<file path="config.mk">
export PLATFORM = sky130hd
export DESIGN_NAME = lc3_mem_ctrl_flat
export DESIGN_NICKNAME = d
export VERILOG_FILES = /design/src/rtl/lc3_mem_ctrl_if.sv /design/src/rtl/lc3_mem_ctrl.sv /design/src/flat_wrapper.sv
export SDC_FILE = /design/constraint.sdc
export NUM_CORES = 1
export LEC_CHECK = 0
export ABC_AREA = 1
export ABC_CLOCK_PERIOD_IN_PS = 2200
export BUFFER_PORTS_ARGS = -buffer_cell sky130_fd_sc_hd__buf_2
export CORE_ASPECT_RATIO = 1.4
export CORE_UTILIZATION = 50
export DETAILED_ROUTE_END_ITERATION = 7
export PLACE_DENSITY = 0.95
export SLEW_MARGIN = 25
export SYNTH_ARGS = -nofsm -noshare
export SYNTH_HDL_FRONTEND = slang
export SYNTH_SLANG_ARGS = --single-unit
</file>
<file path="constraint.sdc">
create_clock -name clk -period 2.2 [get_ports clk]
set_input_delay 0.44 -clock clk [delete_from_list [all_inputs] [get_ports clk]]
set_output_delay 0.44 -clock clk [all_outputs]
set_load 0.005 [all_outputs]
</file>
<file path="src/rtl/lc3_mem_ctrl_if.sv">
// Memory-side bus of the LC-3 memory-interface stage.
// The controller drives the request side; the external memory drives rdata/ack.
interface lc3_mem_ctrl_if;
    logic [15:0] mem_addr;
    logic [15:0] mem_wdata;
    logic        mem_req;
    logic        mem_we;
    logic [15:0] mem_rdata;
    logic        mem_ack;

    modport master (
        output mem_addr,
        output mem_wdata,
        output mem_req,
        output mem_we,
        input  mem_rdata,
        input  mem_ack
    );

    modport slave (
        input  mem_addr,
        input  mem_wdata,
        input  mem_req,
        input  mem_we,
        output mem_rdata,
        output mem_ack
    );
endinterface

</file>
<file path="src/rtl/lc3_mem_ctrl.sv">
// LC-3 memory-interface stage: owns MAR/MDR and turns control-unit memory enables
// into a req/ack transaction with wait-state timeout, pulsing memRDY on completion.
module lc3_mem_ctrl #(
    parameter int unsigned TIMEOUT = 16
) (
    input  logic        clk,
    input  logic        rst,
    input  logic [15:0] Buss,
    input  logic        ldMAR,
    input  logic        ldMDR,
    input  logic        selMDR,
    input  logic        memEN,
    input  logic        memWE,
    input  logic        enaMDR,
    output logic [15:0] MAR,
    output logic [15:0] MDR,
    output logic [15:0] MDRBus,
    output logic        memRDY,
    output logic        memErr,
    lc3_mem_ctrl_if.master mem
);

    typedef enum logic [1:0] {
        IDLE,
        RD_WAIT,
        WR_WAIT,
        DONE
    } state_t;

    localparam logic [7:0] LAST_WAIT = 8'(TIMEOUT - 1);

    state_t     state;
    logic [7:0] wait_cnt;
    logic       req_q;
    logic       we_q;

    // Address and write data come straight from the registers; neither can change
    // while a request is outstanding because loads are only honoured in IDLE.
    assign mem.mem_addr  = MAR;
    assign mem.mem_wdata = MDR;
    assign mem.mem_req   = req_q;
    assign mem.mem_we    = we_q;

    assign MDRBus = enaMDR ? MDR : 16'h0000;

    // NOTE: all state below uses non-blocking assignments so every register samples
    // the pre-edge values; blocking here would create order-dependent races.
    always_ff @(posedge clk or negedge rst) begin
        if (!rst) begin
            state    <= IDLE;
            MAR      <= 16'h0000;
            MDR      <= 16'h0000;
            req_q    <= 1'b0;
            we_q     <= 1'b0;
            memRDY   <= 1'b0;
            memErr   <= 1'b0;
            wait_cnt <= 8'd0;
        end else begin
            memRDY <= 1'b0;
            case (state)
                IDLE: begin
                    if (ldMAR) begin
                        MAR <= Buss;
                    end
                    if (ldMDR && !selMDR) begin
                        MDR <= Buss;
                    end
                    if (memEN) begin
                        req_q    <= 1'b1;
                        we_q     <= memWE;
                        wait_cnt <= 8'd0;
                        state    <= memWE ? WR_WAIT : RD_WAIT;
                    end
                end

                RD_WAIT, WR_WAIT: begin
                    // An ack on the final wait cycle still completes normally.
                    if (mem.mem_ack) begin
                        if (state == RD_WAIT) begin
                            MDR <= mem.mem_rdata;
                        end
                        req_q  <= 1'b0;
                        we_q   <= 1'b0;
                        memRDY <= 1'b1;
                        state  <= DONE;
                    end else if (wait_cnt == LAST_WAIT) begin
                        if (state == RD_WAIT) begin
                            MDR <= 16'h0000;
                        end
                        memErr <= 1'b1;
                        req_q  <= 1'b0;
                        we_q   <= 1'b0;
                        memRDY <= 1'b1;
                        state  <= DONE;
                    end else begin
                        wait_cnt <= wait_cnt + 8'd1;
                    end
                end

                DONE: begin
                    wait_cnt <= 8'd0;
                    state    <= IDLE;
                end

                default: begin
                    state <= IDLE;
                end
            endcase
        end
    end

endmodule

</file>
<file path="src/flat_wrapper.sv">
// flat-port wrapper written by rule: the top's interface ports become plain ports
module lc3_mem_ctrl_flat 
#(
    parameter int unsigned TIMEOUT = 16
)
  (clk, rst, Buss, ldMAR, ldMDR, selMDR, memEN, memWE, enaMDR, MAR, MDR, MDRBus, memRDY, memErr, mem_mem_addr, mem_mem_wdata, mem_mem_req, mem_mem_we, mem_mem_rdata, mem_mem_ack);
  lc3_mem_ctrl_if mem_i ();
  input  logic clk;
  input  logic rst;
  input  logic [15:0] Buss;
  input  logic ldMAR;
  input  logic ldMDR;
  input  logic selMDR;
  input  logic memEN;
  input  logic memWE;
  input  logic enaMDR;
  output logic [15:0] MAR;
  output logic [15:0] MDR;
  output logic [15:0] MDRBus;
  output logic memRDY;
  output logic memErr;
  output wire logic [$bits(mem_i.mem_addr)-1:0] mem_mem_addr;
  output wire logic [$bits(mem_i.mem_wdata)-1:0] mem_mem_wdata;
  output wire logic [$bits(mem_i.mem_req)-1:0] mem_mem_req;
  output wire logic [$bits(mem_i.mem_we)-1:0] mem_mem_we;
  input wire logic [$bits(mem_i.mem_rdata)-1:0] mem_mem_rdata;
  input wire logic [$bits(mem_i.mem_ack)-1:0] mem_mem_ack;
  assign mem_mem_addr = mem_i.mem_addr;
  assign mem_mem_wdata = mem_i.mem_wdata;
  assign mem_mem_req = mem_i.mem_req;
  assign mem_mem_we = mem_i.mem_we;
  assign mem_i.mem_rdata = mem_mem_rdata;
  assign mem_i.mem_ack = mem_mem_ack;
  lc3_mem_ctrl #(.TIMEOUT(TIMEOUT)) u_core (.clk(clk), .rst(rst), .Buss(Buss), .ldMAR(ldMAR), .ldMDR(ldMDR), .selMDR(selMDR), .memEN(memEN), .memWE(memWE), .enaMDR(enaMDR), .MAR(MAR), .MDR(MDR), .MDRBus(MDRBus), .memRDY(memRDY), .memErr(memErr), .mem(mem_i));
endmodule
</file>
==> impl_metrics.toml <==
[outcome]
status = "completed"

[timing]
rsz0062_at_grt = "no"
finalCritPeriodShare = 0.835
fmax_mhz = 544
hold_viol = 0
clock_skew_ns = 0.00600
setup-tns-final_ns = 0
setup_viol = 0
worstMarginPinSlew_ns = 0.528
fin_crit_ns = 1.84
maxSlewHeadroom = 0.648
slew_viol_final = 0

[clock_tree]
cts_sinks = 46
cts_tree = "built"
postCtsSetupRepairBufs = 0
clk_latency_ns = 0.30
numCtsBuffers = 5
clk_pin_slew_ns = 0.08
max-clock-path-buffers = 2
hold_buffers = 0
ctsResizeCount = 0
cts_root_buf = "clkbuf_8"
htree_levels = 2

[placement]
hpwl_um = 5240
gp_congestion = 0.944
port_buffers = 124
place_area_sq_um = 3090

[yosys]
syn-instance-count = 353
synth_cell_types = 22
synth_fp_nets = 398
yosysWarnings = 0
synth_seq_cells = 46
ys_seq_area_frac = 0.430
syn_area_sq_um = 2680
syn_area_per_cell_sq_um = 7.59

[hold_path]
worstHoldPathType = "primary input to async pin"

[die]
core_sq_um = 5160
die-area_sq_um = 5660
die_h_um = 88.6
initial_core_util = 0.519
io_pins = 125
fp.dieW_um = 63.8
row_count = 31

[worst_setup_path]
critPathMaxFanout = 23
cp_slowest_stage_delay_ns = 0.59
required_ns = 2.44
cp-start-kind = "flop"
cp.arrival_ns = 2.08
slowest_stage = "ha_1"
end_kind = "flop"
crit_type = "flop to flop"
path_cells = "inv_1 -> ha_1 -> nand3_4 -> nand2_4 -> nand2_1 -> nand2_1"
path_common_cell = "nand2_1"

[cells_and_area]
drive_above_1_share = 0.327
final_cell_mix = "buf_2 (124), nand2_1 (100), dfrtp_1 (46)"
nets = 485
areaGrowthSynthToFinish_pct = 19.0
layout_commonest_cell = "buf_2"
stdcell_area_sq_um = 3190
nFillCells = 468
antennaDiodeCount = 0

[route]
vias_per_cell = 4.99
wl_per_cell_um = 12.9
ant_nets = 0
wl_um = 6550
num_vias = 2530
first_pass_iters = 4
route.detailed.drc = 0
drtIter0Drc = 231

[run]
drv_cap = 0

[grt]
grt.overflow.total = 0
grt_antenna_before_repair = 0
grt_max_degree = 35
grt_pass1_vias = 2341
grt_pass1_wl_um = 10300
grt_usage = 0.243

[power]
ir_drop_mv = 0.608
pwr-share-comb = 0.535
seqPwrFrac = 0.342
p_clk_frac = 0.122
swShare = 0.445
p_int_mw = 2.41
power.switching_mw = 1.93
p_leak_nw = 1.94
power.density_nw_per_um2 = 1360
==> sequential cells by signal, summed over array words and instances (netlist names) <==
register	cells
u_core.mem.mem_we	1
u_core.memErr	1
u_core.mem.mem_req	1
u_core.memRDY	1
u_core.wait_cnt	8
u_core.MDR	16
u_core.state	2
u_core.MAR	16
==> final cells by class <==
cell class | instances | area [sq um] | area share
flip-flops and latches | 46 | 1150 | 0.361
clock buffers | 7 | 86.3 | 0.0271
multi-input cells | 214 | 1020 | 0.322
inverters | 44 | 165 | 0.0518
repair buffers | 129 | 671 | 0.211
well taps | 66 | 82.6 | 0.0259
clock inverters | 1 | 5.00 | 0.00157
==> cells in the mapped netlist, drive strengths merged <==
cell type	instances	area (sq um)
a21oi	3	15.0
buf	42	310
clkbuf	7	26.3
dfrtp	46	1150
ha	4	50.1
inv	44	165
nand2	102	393
nand3	45	255
nand4	1	6.26
nor2	11	48.8
nor3	2	21.3
o21ai	44	220
o21bai	2	15.0
==> critical path, delay by kind of cell (launching register included) <==
kind | cells | cell delay, ns
fa+ha+maj | 1 | 0.59
buf+inv | 1 | 0.08
simple gates | 4 | 0.71
flops | 1 | 0.39
==> final timing paths <==
kind                               startpoint            endpoint  slack (ns)  depth (start not counted)
min reg2reg                u_core.mem.mem_req  u_core.mem.mem_req        0.48                          2
max in group asynchronous                 rst       u_core.MAR[1]        1.52                          2
max reg2reg                   u_core.state[0]      u_core.MDR[10]        0.36                          6
min                                       rst       u_core.memErr        0.11                          1
min in group clk                      Buss[8]       u_core.MAR[8]        0.41                          3
max                           u_core.state[0]      u_core.MDR[10]        0.36                          6
==> power groups by stage <==
stage | Clock, mW | Combinational (mW) | Sequential [mW]
finish | 0.529 | 2.32 | 1.48
global route | 0.572 | 2.64 | 1.53
CTS | 0.535 | 2.33 | 1.49
detailed placement | 0 | 2.32 | 1.51
global placement | 0 | 2.23 | 1.49
floorplan | 0 | 1.75 | 1.48
==> per-layer routing <==
layer	share of wire	up-vias	global-route usage
met2	0.53	129	0.446
met1	0.37	1128	0.259
met5	0	-	0
met3	0.073	21	0.0477
li1	-	1252	-
met4	0.033	0	0.143
==> logic make-up after synthesis <==
| kind of cell | share of synthesized area |
|---|---|
| DFF | 0.430 |
| buffers and inverters | 0.187 |
| AOI/OAI and AO/OA | 0.0935 |
| adders and majority gates | 0.0187 |
| and+or+nand+nor | 0.271 |
==> metrics by stage <==
stage	setup slack, ns	instances	hold slack (ns)	utilization	power [mW]
4_1_cts	0.358	507	0.115	0.618	4.36
3_3_place_gp	0.507	499	0.442	0.600	3.72
5_1_grt	0.173	507	0.134	0.618	4.74
3_5_place_dp	0.393	499	0.441	0.600	3.83
6_report	0.362	507	0.106	0.618	4.34
2_1_floorplan	0.717	353	0.144	-	3.23
(Power assumes the default switching activity.)
